`config.mk`:
```
export PLATFORM = sky130hd
export DESIGN_NAME = core_sequencer_flat
export DESIGN_NICKNAME = d
export VERILOG_FILES = /design/src/rtl/core_sequencer_pkg.sv /design/src/rtl/core_sequencer_if.sv /design/src/rtl/core_sequencer_wait_timer.sv /design/src/rtl/core_sequencer.sv /design/src/flat_wrapper.sv
export SDC_FILE = /design/constraint.sdc
export NUM_CORES = 1
export LEC_CHECK = 0
export ABC_AREA = 1
export CORE_MARGIN = 2
export CORE_UTILIZATION = 30
export DETAILED_ROUTE_END_ITERATION = 10
export GPL_ROUTABILITY_DRIVEN = 0
export PLACE_DENSITY_LB_ADDON = 0.3
export SYNTH_ARGS = -nofsm -noshare
export SYNTH_HDL_FRONTEND = slang
export SYNTH_SLANG_ARGS = --single-unit
```
`constraint.sdc`:
```
create_clock -name clk -period 1.9 [get_ports clk]
set_input_delay 0.38 -clock clk [delete_from_list [all_inputs] [get_ports clk]]
set_output_delay 0.38 -clock clk [all_outputs]
set_load 0.05 [all_outputs]
```
`src/rtl/core_sequencer_pkg.sv`:
```
// Shared types and constants for the RV32I multi-cycle sequencer.
package core_sequencer_pkg;

  typedef enum logic [2:0] {
    SeqIdle    = 3'd0,
    SeqFetch   = 3'd1,
    SeqDecode  = 3'd2,
    SeqExecute = 3'd3,
    SeqMem     = 3'd4,
    SeqWb      = 3'd5,
    SeqTrap    = 3'd6
  } seq_state_e;

  typedef enum logic [1:0] {
    CauseNone    = 2'd0,
    CauseIllegal = 2'd1,
    CauseImemTo  = 2'd2,
    CauseDmemTo  = 2'd3
  } trap_cause_e;

  localparam logic [6:0] OPC_OP     = 7'b0110011;
  localparam logic [6:0] OPC_OP_IMM = 7'b0010011;
  localparam logic [6:0] OPC_LUI    = 7'b0110111;
  localparam logic [6:0] OPC_AUIPC  = 7'b0010111;
  localparam logic [6:0] OPC_JAL    = 7'b1101111;
  localparam logic [6:0] OPC_JALR   = 7'b1100111;
  localparam logic [6:0] OPC_BRANCH = 7'b1100011;
  localparam logic [6:0] OPC_LOAD   = 7'b0000011;
  localparam logic [6:0] OPC_STORE  = 7'b0100011;

  function automatic logic opc_legal(input logic [6:0] opc);
    logic legal;
    unique case (opc)
      OPC_OP, OPC_OP_IMM, OPC_LUI, OPC_AUIPC, OPC_JAL,
      OPC_JALR, OPC_BRANCH, OPC_LOAD, OPC_STORE: legal = 1'b1;
      default:                                   legal = 1'b0;
    endcase
    return legal;
  endfunction

endpackage

```
`src/rtl/core_sequencer_if.sv`:
```
// Control/handshake bundle between the sequencer and the rest of the core.
interface core_sequencer_if #(
  parameter int unsigned CNT_W = 32
);
  logic             start;
  logic             halt_req;
  logic [6:0]       opcode;
  logic             imem_ready;
  logic             dmem_ready;
  logic             fetch_en;
  logic             DecoderEnable;
  logic             exec_en;
  logic             mem_rd;
  logic             mem_wr;
  logic             reg_we;
  logic             pc_we;
  logic             busy;
  logic             trap;
  logic [1:0]       trap_cause;
  logic [CNT_W-1:0] instr_count;

  modport master (
    input  start, halt_req, opcode, imem_ready, dmem_ready,
    output fetch_en, DecoderEnable, exec_en, mem_rd, mem_wr, reg_we, pc_we,
           busy, trap, trap_cause, instr_count
  );

  modport slave (
    output start, halt_req, opcode, imem_ready, dmem_ready,
    input  fetch_en, DecoderEnable, exec_en, mem_rd, mem_wr, reg_we, pc_we,
           busy, trap, trap_cause, instr_count
  );
endinterface

```
`src/rtl/core_sequencer_wait_timer.sv`:
```
// Bounded wait counter shared by the fetch and memory handshakes.
module core_sequencer_wait_timer #(
  parameter int unsigned LIMIT = 16
) (
  input  logic clk,
  input  logic rst,
  input  logic clear,
  input  logic count,
  output logic expired
);
  localparam int unsigned W = $clog2(LIMIT + 1);

  logic [W-1:0] value_q;

  // expired flags the LIMIT-th consecutive non-ready cycle while it is happening
  assign expired = (value_q == W'(LIMIT - 1));

  always_ff @(posedge clk or posedge rst) begin
    if (rst) begin
      value_q <= '0;
    end else if (clear) begin
      value_q <= '0;
    end else if (count && !expired) begin
      value_q <= value_q + W'(1);
    end
  end

endmodule

```
`src/rtl/core_sequencer.sv`:
```
// Multi-cycle RV32I control FSM: fetch, decode, execute, memory, writeback with sticky trap.
module core_sequencer
  import core_sequencer_pkg::*;
#(
  parameter int unsigned CNT_W   = 32,
  parameter int unsigned TIMEOUT = 16
) (
  input logic             clk,
  input logic             rst,
  core_sequencer_if.master bus
);

  seq_state_e       state_q;
  logic [6:0]       op_q;
  logic             trap_q;
  trap_cause_e      cause_q;
  logic [CNT_W-1:0] count_q;

  logic is_load, is_store, is_branch;
  logic waiting, expired, retire;

  assign is_load   = (op_q == OPC_LOAD);
  assign is_store  = (op_q == OPC_STORE);
  assign is_branch = (op_q == OPC_BRANCH);

  assign waiting = ((state_q == SeqFetch) && !bus.imem_ready) ||
                   ((state_q == SeqMem) && !bus.dmem_ready);

  assign retire = ((state_q == SeqExecute) && is_branch) ||
                  ((state_q == SeqMem) && is_store && bus.dmem_ready) ||
                  (state_q == SeqWb);

  // Any non-waiting cycle clears the timer, so every FETCH/MEM entry starts from zero.
  core_sequencer_wait_timer #(
    .LIMIT (TIMEOUT)
  ) u_wait_timer (
    .clk     (clk),
    .rst     (rst),
    .clear   (!waiting),
    .count   (waiting),
    .expired (expired)
  );

  always_ff @(posedge clk or posedge rst) begin
    if (rst) begin
      state_q <= SeqIdle;
      op_q    <= '0;
      trap_q  <= 1'b0;
      cause_q <= CauseNone;
      count_q <= '0;
    end else begin
      unique case (state_q)
        SeqIdle: begin
          if (bus.start) state_q <= SeqFetch;
        end
        SeqFetch: begin
          if (bus.imem_ready) begin
            state_q <= SeqDecode;
          end else if (expired) begin
            state_q <= SeqTrap;
            trap_q  <= 1'b1;
            cause_q <= CauseImemTo;
          end
        end
        SeqDecode: begin
          op_q <= bus.opcode;
          if (opc_legal(bus.opcode)) begin
            state_q <= SeqExecute;
          end else begin
            state_q <= SeqTrap;
            trap_q  <= 1'b1;
            cause_q <= CauseIllegal;
          end
        end
        SeqExecute: begin
          if (is_load || is_store) state_q <= SeqMem;
          else if (!is_branch)     state_q <= SeqWb;
        end
        SeqMem: begin
          if (bus.dmem_ready) begin
            if (is_load) state_q <= SeqWb;
          end else if (expired) begin
            state_q <= SeqTrap;
            trap_q  <= 1'b1;
            cause_q <= CauseDmemTo;
          end
        end
        SeqWb:   ;
        SeqTrap: ;
        default: state_q <= SeqIdle;
      endcase

      // Retire overrides the per-state next state chosen above.
      if (retire) begin
        count_q <= count_q + CNT_W'(1);
        state_q <= bus.halt_req ? SeqIdle : SeqFetch;
      end
    end
  end

  always_comb begin
    bus.fetch_en      = 1'b0;
    bus.DecoderEnable = 1'b0;
    bus.exec_en       = 1'b0;
    bus.mem_rd        = 1'b0;
    bus.mem_wr        = 1'b0;
    bus.reg_we        = 1'b0;
    unique case (state_q)
      SeqFetch:   bus.fetch_en      = 1'b1;
      SeqDecode:  bus.DecoderEnable = 1'b1;
      SeqExecute: bus.exec_en       = 1'b1;
      SeqMem: begin
        bus.mem_rd = is_load;
        bus.mem_wr = is_store;
      end
      SeqWb:      bus.reg_we        = 1'b1;
      default:    ;
    endcase
  end

  assign bus.pc_we       = retire;
  assign bus.busy        = (state_q != SeqIdle) && (state_q != SeqTrap);
  assign bus.trap        = trap_q;
  assign bus.trap_cause  = cause_q;
  assign bus.instr_count = count_q;

endmodule

```
`src/flat_wrapper.sv`:
```
// flat-port wrapper written by rule: the top's interface ports become plain ports
module core_sequencer_flat import core_sequencer_pkg::*;
#(
  parameter int unsigned CNT_W   = 32,
  parameter int unsigned TIMEOUT = 16
)
  (clk, rst, bus_start, bus_halt_req, bus_opcode, bus_imem_ready, bus_dmem_ready, bus_fetch_en, bus_DecoderEnable, bus_exec_en, bus_mem_rd, bus_mem_wr, bus_reg_we, bus_pc_we, bus_busy, bus_trap, bus_trap_cause, bus_instr_count);
  core_sequencer_if #(.CNT_W(CNT_W)) bus_i ();
  input logic clk;
  input logic rst;
  input wire logic [$bits(bus_i.start)-1:0] bus_start;
  input wire logic [$bits(bus_i.halt_req)-1:0] bus_halt_req;
  input wire logic [$bits(bus_i.opcode)-1:0] bus_opcode;
  input wire logic [$bits(bus_i.imem_ready)-1:0] bus_imem_ready;
  input wire logic [$bits(bus_i.dmem_ready)-1:0] bus_dmem_ready;
  output wire logic [$bits(bus_i.fetch_en)-1:0] bus_fetch_en;
  output wire logic [$bits(bus_i.DecoderEnable)-1:0] bus_DecoderEnable;
  output wire logic [$bits(bus_i.exec_en)-1:0] bus_exec_en;
  output wire logic [$bits(bus_i.mem_rd)-1:0] bus_mem_rd;
  output wire logic [$bits(bus_i.mem_wr)-1:0] bus_mem_wr;
  output wire logic [$bits(bus_i.reg_we)-1:0] bus_reg_we;
  output wire logic [$bits(bus_i.pc_we)-1:0] bus_pc_we;
  output wire logic [$bits(bus_i.busy)-1:0] bus_busy;
  output wire logic [$bits(bus_i.trap)-1:0] bus_trap;
  output wire logic [$bits(bus_i.trap_cause)-1:0] bus_trap_cause;
  output wire logic [$bits(bus_i.instr_count)-1:0] bus_instr_count;
  assign bus_i.start = bus_start;
  assign bus_i.halt_req = bus_halt_req;
  assign bus_i.opcode = bus_opcode;
  assign bus_i.imem_ready = bus_imem_ready;
  assign bus_i.dmem_ready = bus_dmem_ready;
  assign bus_fetch_en = bus_i.fetch_en;
  assign bus_DecoderEnable = bus_i.DecoderEnable;
  assign bus_exec_en = bus_i.exec_en;
  assign bus_mem_rd = bus_i.mem_rd;
  assign bus_mem_wr = bus_i.mem_wr;
  assign bus_reg_we = bus_i.reg_we;
  assign bus_pc_we = bus_i.pc_we;
  assign bus_busy = bus_i.busy;
  assign bus_trap = bus_i.trap;
  assign bus_trap_cause = bus_i.trap_cause;
  assign bus_instr_count = bus_i.instr_count;
  core_sequencer #(.CNT_W(CNT_W), .TIMEOUT(TIMEOUT)) u_core (.clk(clk), .rst(rst), .bus(bus_i));
endmodule
```
# Yosys cells after proc, flatten, opt, wreduce, memory -nomap -nowiden
# Index checks and enable logic that the tools add are counted.
# totals
reg_bits	50
wordCells	92
in_bits	13
# op_classes
eq_ne	30
n_addsub	2
mux	32
n_reduce_logical	22
# op_table
cell	n
$add 32x1->32 const B	1
$eq 7x6->1 const B	4
$eq 7x7->1 const B	4
$mux 3	9
$pmux 3 s6	1
$eq 7x2->1 const B	2
$eq 7x5->1 const B	2
$mux 1	13
$mux 2	5
$mux 5	2
$ne 2x2->1 const B	5
$eq 3x3->1 const B	3
$reduce_or 9->1	1
$reduce_and 4->1	2
$logic_and 1x1->1	7
$eq 3x2->1 const B	2
$ne 3x3->1 const B	2
$pmux 2 s3	1
$reduce_and 6->1	1
$reduce_bool 3->1	2
$add 5x1->5 const B	1
$eq 5x4->1 const B	1
$logic_or 1x1->1	4
$ne 2x1->1 const B	2
other kinds (7)	9

# Logic depth before layout (Yosys ltp)
# Gate-level depths: netlist of the first run.
# logic_depth
depth_word	7
ltp_mapped	10

# Hierarchy
# Synthesis of the first run repeated with hierarchy kept, for this count alone.
# hier_totals
hier_cells	454
hier_area_um2	3056.7
# by_module_without_submodules
mod	area_per_inst_um2	cells_per_inst	instances
core_sequencer	2770.2	417	1
core_sequencer_wait_timer	286.5	37	1

# Least setup slack after synthesis of the first run
# No wires, ideal clock.
# synth_path
path_kind	flip-flop to output port
start	reg u_core.state_q[2]
end	out bus_pc_we
path_stages_with_launch	5
t_required_ns	1.520
slack_ns	-0.102
path_buffers	1
arrival_time_ns	1.622
path_cell_list	dfrtp_1 > nor2_2 > nand3_2 > nand3_4 > buf_2
# synth_between
elab_chain_cells	5
# synth_rtl
element	line_no	source
start: declaration	core_sequencer.sv:13	seq_state_e state_q;
start signal: assignment	core_sequencer.sv:46	state_q <= SeqIdle;
start signal: assignment	core_sequencer.sv:54	if (bus.start) state_q <= SeqFetch;
start signal: assignment	core_sequencer.sv:58	state_q <= SeqDecode;
$eq 3x3->1	core_sequencer.sv:30	((state_q == SeqMem) && is_store && bus.dmem_ready) ||
$logic_and 1x1->1 (2 in a row)	core_sequencer.sv:30	
$logic_or 1x1->1	core_sequencer.sv:29	assign retire = ((state_q == SeqExecute) && is_branch) ||
$logic_or 1x1->1 (*)	core_sequencer.sv:30	
end: declaration	flat_wrapper.sv:22	output wire logic [$bits(bus_i.pc_we)-1:0] bus_pc_we;
# Every way passes the cells marked *; elsewhere a longest branch is shown, timed or not.

# Final worst setup path of the first run
# layout_path
start	reg u_core.state_q[0]
end	out bus_pc_we
# Same word-level chain as after synthesis.

==> impl_metrics.json, run 1 <==
{
  "status": "finished, final reports clean",
  "synth-async-reset-ratio": 1.00,
  "grt.total_usage": 0.150,
  "ctsHoldBuffers": 0,
  "wl_um": 8190,
  "critPathTopFamily": "simple AND/OR/NAND/NOR gates",
  "slowest_delay_ns": 0.43,
  "grt_pass1_vias": 2810,
  "p_comb_frac": 0.471,
  "initial_utilization": 0.305,
  "power_frac_clock": 0.158,
  "design.core.area_um2": 10200,
  "grt_pass1_wl_um": 13500,
  "path_class": "flop to output port",
  "powerDensity_nw_per_um2": 975,
  "synthesis.nets": 476,
  "crit_slowest_cell": "dfrtp_1",
  "cts_buffers": 5,
  "p_leak_nw": 1.89,
  "synth.area.top_cells": "dfrtp_1, nand2_1, nor2_1, inv_1, nand3_1",
  "fp.dieH_um": 106,
  "maxCapViolations": 0,
  "drtIter0Drc": 115,
  "required_ns": 1.52,
  "p_int_mw": 2.20,
  "yosysTopAreaCell": "dfrtp_1",
  "final.min_clock_period_ns": 1.86,
  "seq_area_frac_synth": 0.403,
  "rsz0062_at_grt": "true",
  "cts_root_buf": "clkbuf_8",
  "io_buffer_count": 55,
  "r2r-start": "u_core.u_wait_timer.value_q[0]",
  "layout_common_cells": "nand2_1, nor2_1, dfrtp_1, buf_4, inv_1",
  "grt_max_degree": 51,
  "worstPathBufferInverterCount": 2,
  "dieArea_um2": 11200,
  "clk_path_buf_depth": 2,
  "ant_nets": 0,
  "startpoint_type": "flop",
  "netlist_area_um2": 3100,
  "slew_headroom": 0.747,
  "timing.fmax_mhz": 539,
  "antenna_found_initial": 0,
  "dp_hpwl_um": 6310,
  "stdcell_area_um2": 4030,
  "cts.reportedPaths.clkPinSlew_ns": 0.09,
  "p_sw_mw": 1.73,
  "syn_to_final_growth_pct": 29.7,
  "ios": 56,
  "period_share": 0.977,
  "hold_viol_final": 0,
  "insertion_delay_ns": 0.31,
  "path_common_cell": "nand3_4",
  "placed_cell_area_um2": 3880,
  "cts_htree_levels": 2,
  "hold_slack_ns": 0.426,
  "slew_viol_final": 0,
  "fin_util": 0.395,
  "dr.pass1.iters": 4,
  "crit_path_end_kind": "output port",
  "clock_sinks": 50,
  "finalClockSkew_ns": 0.00898,
  "wl_per_cell_um": 12.3,
  "tightestPinTransition_ns": 0.376,
  "arrival_ns": 1.48,
  "tritoncts": "built",
  "n_antenna_cell": 0,
  "synth_top_area_share": 0.403,
  "vias_per_cell": 4.57,
  "reg2regPathDepth": 8,
  "synth.distinct_cells": 27,
  "rows": 37,
  "sw_frac_of_total": 0.440,
  "hp-class": "primary input to asynchronous set/reset pin",
  "setup_viol": 0,
  "grt-ovfl-total": 0,
  "final_common_cell": "nand2_1",
  "ff2ff_setup_slack_ns": 0.24,
  "yosysWarnings": 0,
  "final_net_count": 546,
  "ys_seq_elements": 50,
  "avgSynthCellArea_um2": 6.75,
  "r2r_end": "u_core.state_q[0]",
  "drc_errors": 0,
  "vdd_ir_drop_max_mv": 0.628,
  "vias": 3044,
  "path_cells": "inv_2, nand3_4, nor2_4, nand2_2, nand3_4, buf_12",
  "synth_flop_cell": "dfrtp_1",
  "worstPathMaxFanout": 5,
  "p_seq_frac": 0.370,
  "syn_inst": 460,
  "synth_edf_count": 0,
  "drive_above_1_share": 0.166,
  "die_w_um": 106
}
==> flip-flops by register name, summed over array words and instances (netlist names) <==
signal                       count
u_core.bus.instr_count          32
u_core.op_q                      7
u_core.u_wait_timer.value_q      5
u_core.state_q                   3
u_core.bus.trap_cause            2
u_core.bus.trap                  1
==> per-layer routing <==
layer / wire length, um / vias up / share of wire / global-route usage
met5: 0 / - / 0 / 0
met2: 3630 / 71 / 0.44 / 0.232
met4: 212 / 0 / 0.026 / 0.0639
met1: 3950 / 1389 / 0.48 / 0.205
met3: 391 / 19 / 0.048 / 0.0291
li1: - / 1565 / - / -
==> repair_timing <==
item,in CTS,in global routing
buffers inserted,0,5
pin swaps,0,1
endpoints found under the setup margin,3,4
gates resized for setup,5,4
endpoints found under the hold margin,0,0
==> area by class of cell <==
class / count / area (um2)
Clock buffer: 7 / 76.3
Fill cell: 1077 / 6160
Timing Repair Buffer: 70 / 681
Tap cell: 136 / 170
Sequential cell: 50 / 1250
Inverter: 45 / 173
Multi-Input combinational cell: 358 / 1670
==> worst min-delay path, stage by stage <==
cell and delay, ns:
clkdlybuf4s50_1 0.41, inv_2 0.07, buf_12 0.25
==> cells by family after synthesis <==
logic type,count (synthesis),synth area share
flip-flops,50,0.403
AO/OA/AOI/OAI,21,0.0351
buffers and inverters,52,0.0673
XOR/XNOR,17,0.0480
adder cells (fa/ha/maj),3,0.0121
AND/OR/NAND/NOR,317,0.434
==> worst max path at each step <==
stage	start	end	slack, ns	depth (start not counted)
after floorplan	u_core.bus.instr_count[0]	u_core.bus.instr_count[24]	0.02	8
after global placement	bus_dmem_ready	u_core.bus.instr_count[16]	0.10	9
after detailed placement	bus_dmem_ready	u_core.state_q[0]	0.09	8
after CTS	u_core.state_q[1]	bus_pc_we	-0.01	6
after global routing	u_core.op_q[4]	bus_pc_we	-0.04	6
final	u_core.state_q[0]	bus_pc_we	0.04	6
==> cell usage after synthesis (2+ instances only) <==
library cell and number:
nand2_2 8, xor2_1 8, nand3_2 2, nand2_1 185, dfrtp_1 50, buf_2 5, o21ai_0 14, nor2_1 69
nor3_1 4, nand3b_1 8, xnor2_1 9, nand3_1 26, inv_2 2, ha_1 3, a21oi_1 5, nand4_1 6
inv_1 43, and3_1 2, nor2_2 3
==> power groups by stage <==
| stage | Clock, mW | Combinational [mW] | Sequential (mW) |
|---|---|---|---|
| 2_1_floorplan | 0 | 0.947 | 1.65 |
| 3_3_place_gp | 0 | 1.74 | 1.46 |
| 3_5_place_dp | 0 | 1.76 | 1.46 |
| 4_1_cts | 0.637 | 1.79 | 1.45 |
| 5_1_grt | 0.688 | 2.01 | 1.48 |
| 6_report | 0.622 | 1.85 | 1.45 |
==> through the flow <==
stage / total power, mW / setup WS [ns] / TNS [ns] / std cells
2_1_floorplan: 2.59 / 0.0231 / 0 / 460
3_3_place_gp: 3.20 / 0.104 / 0 / 654
3_5_place_dp: 3.22 / 0.0895 / 0 / 654
4_1_cts: 3.88 / -0.0137 / -0.0137 / 661
5_1_grt: 4.18 / -0.0389 / -0.0389 / 666
6_report: 3.92 / 0.0431 / 0 / 666
(Power assumes the default switching activity.)
==> run 2: changes to the inputs <==
Settings changed: TNS_END_PERCENT set to 50.
==> results of run 2 <==
The final DEF is identical to that of run 1; final timing and power are the same.
==> run 3: changes to the inputs <==
Settings changed: SKIP_LAST_GASP set to 1.
==> run 3 against run 2 <==
  * Maximum frequency shrank 0.39%
  * First-iteration DRC count increased by 1.7%
  * Sequential share of layout area about the same
  * Largest power group unchanged
  * Final area down 0.12%
  * Combinational power about the same
  * Non-clock buffer count stayed put
  * Critical path depth did not move
  * Via count is 0.26% higher
  * Count of clock-buffer cells in the layout unchanged
  * Sequential cell count did not move
==> impl_metrics.json, run 3 (synthesis gave the netlist of run 1 again) <==
{
  "cts_htree_levels": 2,
  "antenna_found_initial": 0,
  "slowest_delay_ns": 0.40,
  "largest_reg_flops": 32,
  "period_share": 0.981,
  "maxCapViolations": 0,
  "multi_input_area_um2": 1670,
  "design.core.area_um2": 10200,
  "grt_util_met2": 0.232,
  "status": "finished, final reports clean",
  "cts.reportedPaths.clkPinSlew_ns": 0.09,
  "clk_path_buf_depth": 2,
  "final.min_clock_period_ns": 1.86,
  "vias": 3052,
  "setup_viol": 0,
  "required_ns": 1.52,
  "timing.fmax_mhz": 536,
  "path_common_cell": "nand3_4",
  "cts_root_buf": "clkbuf_8",
  "startpoint_type": "flop",
  "crit_cells": 6,
  "dieArea_um2": 11200,
  "wl_um": 8210,
  "path_class": "flop to output port",
  "hold_viol_final": 0,
  "arrival_ns": 1.48,
  "worstPathMaxFanout": 5,
  "final_common_cell": "nand2_1",
  "powerDensity_nw_per_um2": 974,
  "tightestPinTransition_ns": 0.377,
  "dp_slack_ns": 0.0895,
  "ff2ff_setup_slack_ns": 0.25,
  "n_antenna_cell": 0,
  "vdd_ir_drop_max_mv": 0.628,
  "globalRoute.busiestLayer": "met2",
  "reg2regPathDepth": 8,
  "crit_slowest_cell": "dfrtp_1",
  "die_w_um": 106,
  "dr.pass1.iters": 4,
  "io_buffer_count": 55,
  "tritoncts": "built",
  "path_cells": "inv_1, nand2_1, nor2_1, nand3_4, nand3_4, buf_12",
  "hold_slack_ns": 0.425,
  "slew_viol_final": 0,
  "drtIter0Drc": 117,
  "rsz0062_at_grt": "true",
  "slew_headroom": 0.747,
  "drive_above_1_share": 0.166,
  "r2r_end": "u_core.state_q[0]",
  "p_leak_nw": 1.89,
  "finalClockSkew_ns": 0.00873,
  "insertion_delay_ns": 0.31,
  "syn_to_final_growth_pct": 29.6,
  "ios": 56,
  "drc_errors": 0,
  "grt.total_usage": 0.150,
  "dp_hpwl_um": 6310,
  "crit_path_end_kind": "output port",
  "power_mw": 3.92,
  "critPathTopFamily": "simple AND/OR/NAND/NOR gates",
  "grt_pass1_vias": 2810,
  "grt_max_degree": 51,
  "wl_per_cell_um": 12.3,
  "grt_pass1_wl_um": 13500,
  "use_met1": 0.205,
  "regArea_um2": 1250,
  "clock_sinks": 50,
  "hp-class": "primary input to asynchronous set/reset pin",
  "grt-ovfl-total": 0,
  "r2r-start": "u_core.u_wait_timer.value_q[0]",
  "vias_per_cell": 4.58,
  "num-fill-cells": 1077,
  "final_net_count": 546,
  "layout_common_cells": "nand2_1, nor2_1, dfrtp_1, buf_4, inv_1",
  "setup_ws_ns": 0.0358,
  "rows": 37,
  "initial_utilization": 0.305,
  "fp.dieH_um": 106,
  "ant_nets": 0,
  "met3_usage": 0.0291,
  "cts_buffers": 5,
  "worstPathBufferInverterCount": 2
}
run 3: cell types whose count changed in the layout (fill, tap and decap cells not counted):
cell | previous run | this run
nor2_2 | 3 | 4
nor2_4 | 3 | 2
run 3: final cells by class:
type | instances | share of cell area
Clock buffer | 7 | 0.0190
Inverter | 45 | 0.0430
Timing Repair Buffer | 70 | 0.169
Sequential cell | 50 | 0.312
Tap cell | 136 | 0.0423
Multi-Input combinational cell | 358 | 0.415
run 3: metrics by stage:
step	cell area (um2)	utilization	TNS, ns	std cells
after floorplan	3110	-	0	460
after global placement	3880	0.381	0	654
after detailed placement	3880	0.381	0	654
after CTS	3970	0.390	-0.0341	661
after global routing	4020	0.395	-0.115	666
final	4020	0.395	0	666
run 3: worst reg2reg max path: cells and delay by family (launching register included):
family / cells / cell delay [ns]
AND/OR/NAND/NOR: 6 / 0.70
adder cells (fa/ha/maj): 2 / 0.48
flip-flops: 1 / 0.40
run 3: worst max path at each step:
| stage | from | end |
|---|---|---|
| final | u_core.op_q[4] | bus_pc_we |
| after floorplan | u_core.bus.instr_count[0] | u_core.bus.instr_count[24] |
| after CTS | u_core.state_q[0] | bus_pc_we |
| after global routing | u_core.op_q[4] | bus_pc_we |
| after global placement | bus_dmem_ready | u_core.bus.instr_count[16] |
| after detailed placement | bus_dmem_ready | u_core.state_q[0] |
run 3: repair_timing:
item	in CTS	in global routing
setup buffers	0	5
endpoints found under the setup margin	3	5
gates cloned	0	0
pin swaps	0	1
hold buffers	0	0
resized for setup	3	5
run 3: layer usage:
layer | up-vias | wire length (um)
met1 | 1392 | 3950
met5 | - | 0
met2 | 79 | 3670
li1 | 1562 | -
met4 | 0 | 215
met3 | 19 | 383
run 3: power by group:
group	switching [mW]	total, mW	internal, mW
sequential	0.203	1.45	1.25
combinational	1.15	1.84	0.690
clock	0.367	0.622	0.255
